## src/rtl/pipe_hazard_ctrl.sv

```systemverilog
// Stall/flush/forwarding control for the 5-stage CPU/FPU pipeline; outputs are combinational from state and inputs.
// A multi-cycle FPU op holds F/D/E for FP_LAT-1 cycles, then pulses fpu_done as it moves to M.
module pipe_hazard_ctrl #(
    parameter int unsigned FP_LAT   = 4,
    parameter logic [2:0]  LOAD_SEL = 3'b001
) (
    input  logic       clk,
    input  logic       reset,
    input  logic [4:0] rs1D,
    input  logic [4:0] rs2D,
    input  logic [4:0] rs1E,
    input  logic [4:0] rs2E,
    input  logic [4:0] rdE,
    input  logic [4:0] rdM,
    input  logic [4:0] rdW,
    input  logic       Reg_writeM,
    input  logic       Reg_writeW,
    input  logic [2:0] result_srcE,
    input  logic       PC_srcE,
    input  logic       float_ctrlE,
    output logic       stall_f,
    output logic       stall_d,
    output logic       stall_e,
    output logic       flush_d,
    output logic       flush_e,
    output logic       flush_m,
    output logic [1:0] fwd_a_e,
    output logic [1:0] fwd_b_e,
    output logic       fpu_done
);

    typedef enum logic {
        IDLE = 1'b0,
        BUSY = 1'b1
    } state_t;

    // The trigger cycle is the first of the FP_LAT cycles, and the cnt==0 cycle is the last.
    localparam logic [3:0] CNT_INIT = 4'(FP_LAT - 2);

    state_t     state;
    logic [3:0] cnt;
    logic       lw_stall;

    function automatic logic [1:0] fwd_sel(
        input logic [4:0] rs,
        input logic       wr_m,
        input logic [4:0] rd_m,
        input logic       wr_w,
        input logic [4:0] rd_w
    );
        if (wr_m && (rd_m != 5'd0) && (rd_m == rs)) begin
            return 2'b10;
        end else if (wr_w && (rd_w != 5'd0) && (rd_w == rs)) begin
            return 2'b01;
        end else begin
            return 2'b00;
        end
    endfunction

    always_comb begin
        lw_stall = (state == IDLE) && (result_srcE == LOAD_SEL) && (rdE != 5'd0) &&
                   ((rdE == rs1D) || (rdE == rs2D));
    end

    always_comb begin
        stall_f  = 1'b0;
        stall_d  = 1'b0;
        stall_e  = 1'b0;
        flush_d  = 1'b0;
        flush_e  = 1'b0;
        flush_m  = 1'b0;
        fwd_a_e  = 2'b00;
        fwd_b_e  = 2'b00;
        fpu_done = 1'b0;
        if (reset) begin
            // Forwarding stays live while BUSY so late writebacks reach the held op.
            fwd_a_e = fwd_sel(rs1E, Reg_writeM, rdM, Reg_writeW, rdW);
            fwd_b_e = fwd_sel(rs2E, Reg_writeM, rdM, Reg_writeW, rdW);
            case (state)
                IDLE: begin
                    if (PC_srcE) begin
                        flush_d = 1'b1;
                        flush_e = 1'b1;
                    end else if (float_ctrlE) begin
                        stall_f = 1'b1;
                        stall_d = 1'b1;
                        stall_e = 1'b1;
                        flush_m = 1'b1;
                    end else if (lw_stall) begin
                        stall_f = 1'b1;
                        stall_d = 1'b1;
                        flush_e = 1'b1;
                    end
                end
                BUSY: begin
                    if (cnt != 4'd0) begin
                        stall_f = 1'b1;
                        stall_d = 1'b1;
                        stall_e = 1'b1;
                        flush_m = 1'b1;
                    end else begin
                        fpu_done = 1'b1;
                    end
                end
            endcase
        end
    end

    always_ff @(posedge clk or negedge reset) begin
        if (!reset) begin
            state <= IDLE;
            cnt   <= 4'd0;
        end else begin
            case (state)
                IDLE: begin
                    if (!PC_srcE && float_ctrlE) begin
                        state <= BUSY;
                        cnt   <= CNT_INIT;
                    end
                end
                BUSY: begin
                    // float_ctrlE stays high for the held op; it must not retrigger here.
                    if (cnt != 4'd0) begin
                        cnt <= cnt - 4'd1;
                    end else begin
                        state <= IDLE;
                    end
                end
            endcase
        end
    end

endmodule
```

## config.mk

```make
export PLATFORM = sky130hd
export DESIGN_NAME = pipe_hazard_ctrl
export DESIGN_NICKNAME = d
export VERILOG_FILES = /design/src/rtl/pipe_hazard_ctrl.sv
export SDC_FILE = /design/constraint.sdc
export NUM_CORES = 1
export LEC_CHECK = 0
export CORE_UTILIZATION = 31
export CTS_CLUSTER_DIAMETER = 150
export DETAILED_ROUTE_END_ITERATION = 10
export PLACE_DENSITY = 0.74
export SETUP_SLACK_MARGIN = 0.3
export SLEW_MARGIN = 20
export SYNTH_ARGS = -nofsm -noshare
export SYNTH_HDL_FRONTEND = slang
export SYNTH_SLANG_ARGS = --single-unit
export TNS_END_PERCENT = 1
```

## constraint.sdc

```tcl
create_clock -name clk -period 2 [get_ports clk]
set_clock_uncertainty 0.05 [all_clocks]
set_input_delay 0.3 -clock clk [delete_from_list [all_inputs] [get_ports clk]]
set_output_delay 0.3 -clock clk [all_outputs]
set_load 0.01 [all_outputs]
```

==> run_results.csv, run 1 <==
group,metric,value,unit
layout,multi_input_area,657,sq um
power,ir_drop,0.713,mV
timing,period_minus_slack,2190,ps
critical_path,crit_path_top_delay_cell,"or4_1",
placed_design,place_congestion,0.839,
global_routing,grt_max_degree,10,
floorplan,die_width,51.2,microns
logic_synthesis,seq_area_frac_synth,0.167,
timing,finalSetupViolations,7,
floorplan,num_io_pins,55,
critical_path,crit_type,"in2out",
critical_path,end_kind,"primary output",
critical_path,reg2reg_from,"cnt[0]",
clocking,clkLatencyLatePin,240,ps
global_routing,grt_usage,0.220,
layout,fin_util,0.706,
clocking,htree_num_levels,1,
layout,n_antenna_cell,0,
critical_path,critPathLaunchType,"primary input",
layout,drive_above_1_share,0.339,
critical_path,slowest_delay,540,ps
critical_path,crit_arrival,1840,ps
clocking,clk_path_buf_depth,2,
run_status,status,"finished, violations left",
floorplan,coreArea,0.00225,sq mm
clocking,cts_root_buf,"clkbuf_4",
critical_path,cp_cell_sequence,"clkdlybuf4s50_1 > or4_1 > o21ai_1 > or4b_4 > o21bai_4 > buf_2",
global_routing,antenna_found_initial,0,
global_routing,first_global_vias,976,
timing,fmax,456,MHz
drt,drtPass1Iterations,2,
layout,final_common_cell,"clkdlybuf4s50_1",
logic_synthesis,synth_nets,134,
clocking,cts.sinks,5,
run_status,violations,"setup timing",
layout,fillers,175,
floorplan,start_util,0.332,
drt,viasPerCell,4.62,
layout,area_growth,113,%
drt,wirelength,2.62,mm
drt,ant_nets,0,
logic_synthesis,synth_area,749,sq um
layout,mostFrequentLayoutCells,"clkdlybuf4s50_1 (38), buf_4 (29), xor2_1 (24)",
critical_path,cp_top_family,"simple AND/OR/NAND/NOR gates",
clocking,postCtsHoldBufs,0,
timing,worst_pin_slew,350,ps
logic_synthesis,syn_avg_cell_area,8.52,sq um
placed_design,placed_area,0.00153,sq mm
job,drv_cap,0,
layout,fin_area,0.00159,sq mm
critical_path,required,1650,ps
timing,grt_setup_unrepaired,"yes",
timing,fin_crit_sh,1.10,
timing,timing.final.ws_setup,-191,ps
timing,relSlewSlack,0.764,
critical_path,path_max_fanout,3,
drt,wire_per_inst,13.0,microns
global_routing,grt_overflow,0,
drt,post-route-drc-count,0,
layout,nNetsFinal,221,
clocking,numCtsBuffers,3,
critical_path,timing.critical_path.buf_inv,2,
drt,via_count,934,
placed_design,place_hpwl,2.34,mm
clocking,cts_tree,"done",
placed_design,io_buffers,54,
clocking,clk_pin_slew,40,ps
logic_synthesis,synth.area.top_cells,"xor2_1 (28%), dfrtp_1 (17%), xnor2_1 (8.2%), ha_1 (3.3%), nor4_1 (3.3%)",
logic_synthesis,synth_top_area_share,0.280,
global_routing,grt_pass1_wl,4.24,mm
layout,seq_area,126,sq um
timing,finalMaxSlewViolations,0,
power,p_leak,0.698,nW
logic_synthesis,ys_ff_latch,5,
timing,setup_tns,-926,ps
floorplan,fp.dieArea,0.00262,sq mm
logic_synthesis,synth_cell_types,32,
drt,drt-initial-drc-count,4,
power,p_per_area,610,mW/mm^2
logic_synthesis,yosys_warnings,0,
critical_path,cp-startpoint,"rdE[1]",
logic_synthesis,synth_cells,88,
floorplan,die_h,51.2,microns
timing,finalHoldViolations,0,
timing,whs,488,ps
floorplan,rows,17,
logic_synthesis,synth_area_leader_cell,"xor2_1",
hold_path,hold_path_class,"in2async",
registers in the layout (all words and copies together), names as in the netlist:
name   count
cnt        4
state      1
worst min-delay path: stages:
cell	delay (ps)
clkdlybuf4s50_1	510
buf_4	140
buf_4	160
what timing repair did:
action                                  CTS  global route
pin swaps                                 5             3
endpoints found under the setup margin   11            12
resized for setup                        62             5
hold endpoints to repair                  0             0
buffers inserted                          1             0
routing by layer:
| metal | up-vias | GRT usage | share of wire |
|---|---|---|---|
| met5 | - | 0 | 0 |
| met1 | 428 | 0.293 | 0.48 |
| met2 | 15 | 0.360 | 0.49 |
| li1 | 487 | - | - |
| met4 | 0 | 0.0880 | 0.012 |
| met3 | 4 | 0.0208 | 0.027 |
through the flow:
| stage | setup WS (ps) | cells | power, mW |
|---|---|---|---|
| floorplan | -0.959 | 88 | 0.462 |
| detailed placement | -741 | 197 | 0.811 |
| finish | -191 | 202 | 0.972 |
| CTS | -207 | 202 | 0.960 |
| global placement | -652 | 197 | 0.792 |
| global route | -283 | 202 | 1.06 |
cells in the mapped netlist:
| cell | instances |
|---|---|
| nand3_1 | 2 |
| or4_1 | 2 |
| o21ba_2 | 1 |
| nand2_1 | 3 |
| nor2b_1 | 1 |
| nor4_1 | 4 |
| a22oi_1 | 1 |
| o21ai_0 | 1 |
| nor2_1 | 5 |
| a21o_1 | 1 |
| inv_1 | 3 |
| o21ai_1 | 1 |
| mux2i_1 | 1 |
| nor3_1 | 4 |
| nor4b_1 | 1 |
| o22ai_1 | 1 |
| and2_2 | 1 |
| o2111ai_1 | 2 |
| nor4_2 | 1 |
| or4b_1 | 2 |
| and4bb_2 | 1 |
| and3_1 | 1 |
| buf_4 | 2 |
| xor2_1 | 24 |
| a21oi_1 | 1 |
| ha_1 | 2 |
| o21ai_2 | 1 |
| dfrtp_1 | 5 |
| or4_4 | 1 |
| xnor2_1 | 7 |
| and2_1 | 3 |
| o21bai_1 | 2 |
where the power goes:
group / total, mW / switching (mW) / internal (mW) / leakage, nW
Clock: 0.114 / 0.0389 / 0.0753 / 0.0150
Sequential: 0.188 / 0.0339 / 0.154 / 0.0578
Combinational: 0.670 / 0.265 / 0.405 / 0.626
path summary, 6_finish.rpt:
| kind | slack (ps) | to | depth (start not counted) |
|---|---|---|---|
| max in group asynchronous | 1270 | state | 3 |
| min in group clk | 540 | cnt[2] | 2 |
| max | -190 | stall_d | 6 |
| min | 490 | cnt[3] | 3 |
| min reg2reg | 540 | cnt[2] | 2 |
| max reg2reg | 380 | cnt[3] | 7 |
logic make-up (layout without fill, tap and decap cells):
logic type	count (synthesis)	after routing	share of synthesized area
simple gates	32	32	0.272
xor+xnor	31	31	0.362
compound gates	12	12	0.117
flops	5	5	0.167
buf+inv	5	91	0.0351
fa+ha+maj	2	2	0.0334
mux	1	1	0.0134
cell type report:
| class | instances | share of cell area |
|---|---|---|
| Sequential cell | 5 | 0.0793 |
| Multi-Input combinational cell | 78 | 0.412 |
| Timing Repair Buffer | 84 | 0.463 |
| Tap cell | 28 | 0.0220 |
| Inverter | 3 | 0.00707 |
| Clock buffer | 4 | 0.0165 |
Power figures use the tool's default switching activity.
==> run 2, diff against run 1 <==
Settings changed: CORE_ASPECT_RATIO set to 1.4.
==> run 2 against run 1 <==
Effect of this change:
- the flow finishes with violations (DRC, setup timing)
- fmax about the same
- clock power down 4%
- wire length up 18%
- register-to-register slack about the same
- utilization up 3.7 points
- sequential cell count unchanged
- critical endpoint is now stall_f
- sequential power about the same
- power up 7.0%
- clock-buffer cell count unchanged
- setup slack worse by 1.6 ps
- first-iteration DRC count rose to 6.8 times the previous value
- global-route usage up 2.6 points
==> run_results.csv, run 2 (synthesis results as in run 1) <==
group,metric,value,unit
run_status,status,"finished, violations left",
run_status,violations,"DRC, setup timing",
placed_design,pre_cts_ws,-745,ps
layout,area_growth,121,%
floorplan,die_h,60.2,microns
timing,fmax,456,MHz
global_routing,antenna_found_initial,0,
power,p_sw,373,uW
layout,fin_area,0.00166,sq mm
power,p_seq_frac,0.183,
global_routing,grt_overflow,0,
clocking,clk_path_buf_depth,2,
job,drv_cap,0,
clocking,htree_num_levels,1,
critical_path,crit_type,"reg2out",
placed_design,placed_area,0.00154,sq mm
critical_path,path_max_fanout,2,
critical_path,r2r_cells,7,
clocking,cts.sinks,5,
timing,relSlewSlack,0.775,
clocking,cts_tree,"done",
critical_path,reg2reg_from,"cnt[1]",
critical_path,end_kind,"primary output",
timing,timing.final.ws_setup,-193,ps
layout,top_regs,"cnt (4), state (1)",
drt,drtPass1Iterations,7,
floorplan,rows,20,
floorplan,die_width,43.6,microns
global_routing,first_global_vias,1080,
global_routing,grt_max_degree,8,
placed_design,io_buffers,54,
layout,fin_cells,199,
layout,n_antenna_cell,0,
clocking,cts_root_buf,"clkbuf_4",
global_routing,top_usage_layer,"met2",
layout,top_register,"cnt",
timing,finalSetupViolations,7,
timing,worst_pin_slew,337,ps
clocking,clk_pin_slew,40,ps
global_routing,grt_usage,0.246,
drt,wire_per_inst,15.5,microns
power,comb_power_share,0.712,
power,sw_frac_of_total,0.359,
floorplan,fp.dieArea,0.00262,sq mm
timing,whs,472,ps
power,clkPwrFrac,0.106,
critical_path,required,1650,ps
global_routing,grtUsageMet2,0.520,
power,ir_drop,0.660,mV
layout,largest_reg_flops,4,
power,p_leak,0.738,nW
timing,fin_crit_sh,1.10,
layout,nNetsFinal,224,
timing,finalHoldViolations,0,
critical_path,regToRegSetupSlack,380,ps
power,p_int,667,uW
power,finalPower,1.04,mW
global_routing,use_met1,0.236,
drt,ant_nets,0,
drt,viasPerCell,5.06,
critical_path,rr_endpoint,"cnt[3]",
drt,via_count,1006,
layout,mostFrequentLayoutCells,"clkdlybuf4s50_1 (32), buf_4 (31), xor2_1 (24)",
placed_design,dp.cells,193,
clocking,numCtsBuffers,3,
clocking,clkLatencyLatePin,230,ps
power,p_per_area,628,mW/mm^2
floorplan,coreArea,0.00223,sq mm
drt,drt-initial-drc-count,27,
drt,post-route-drc-count,14,
layout,drive_above_1_share,0.395,
floorplan,start_util,0.337,
timing,finalMaxSlewViolations,0,
timing,period_minus_slack,2190,ps
global_routing,grt_pass1_wl,4.82,mm
layout,fillers,166,
critical_path,critPathLaunchType,"flop",
timing,grt_setup_unrepaired,"yes",
hold_path,hold_path_class,"in2async",
placed_design,place_hpwl,2.52,mm
critical_path,crit_arrival,1840,ps
layout,final_common_cell,"clkdlybuf4s50_1",
global_routing,grt_util_met3,0.0423,
floorplan,num_io_pins,55,
placed_design,place_congestion,0.819,
drt,wirelength,3.08,mm
-- run 2: power by group through the flow --
stage	Combinational [mW]	Sequential [mW]	Clock, mW
2_1_floorplan	0.280	0.182	0
3_3_place_gp	0.628	0.179	0
3_5_place_dp	0.654	0.183	0
4_1_cts	0.718	0.190	0.115
5_1_grt	0.803	0.193	0.127
6_report	0.740	0.190	0.110
-- run 2: repair_timing --
item / 4_1_cts / 5_1_grt
gates cloned: 0 / 0
setup endpoints to repair: 11 / 11
gates resized for setup: 87 / 5
setup buffers: 1 / 1
pin swaps: 11 / 5
hold buffers: 0 / 0
-- run 2: metal layers --
layer	vias to the layer above	share of wire
met2	40	0.58
met1	461	0.34
met4	0	0.020
li1	497	-
met5	-	0
met3	8	0.067
-- run 2: worst max-delay path by stage --
stage	start	end	slack (ps)	cells after the start
6_report	cnt[1]	stall_f	-190	6
4_1_cts	state	stall_f	-260	5
2_1_floorplan	cnt[0]	stall_f	-1	6
5_1_grt	cnt[0]	stall_f	-260	6
3_5_place_dp	rdM[1]	fwd_a_e[0]	-740	6
3_3_place_gp	rdM[2]	fwd_a_e[0]	-670	6
-- run 2: layout make-up --
type | instances | area [sq um] | area share
multi-input cells | 78 | 701 | 0.423
well taps | 22 | 27.5 | 0.0166
flip-flops and latches | 5 | 126 | 0.0763
inverters | 3 | 11.3 | 0.00680
clock buffers | 4 | 26.3 | 0.0159
repair buffers | 87 | 763 | 0.461
-- run 2: metrics by stage --
stage	TNS (ps)	utilization
2_1_floorplan	-0.959	-
5_1_grt	-1400	0.743
3_3_place_gp	-4900	0.691
6_report	-887	0.743
3_5_place_dp	-5500	0.691
4_1_cts	-1210	0.730
-- run 2: worst max-delay path, stage by stage (launching register included) --
cell and delay, ps:
dfrtp_1 360, inv_2 50, ha_1 170, and4bb_2 240, or4b_4 510, o21bai_4 160
buf_6 120
==> run 3, diff against run 2 <==
Settings changed: CAP_MARGIN set to 20.
==> results of run 3 <==
No change in the layout: final DEF, timing and power equal those of run 2.
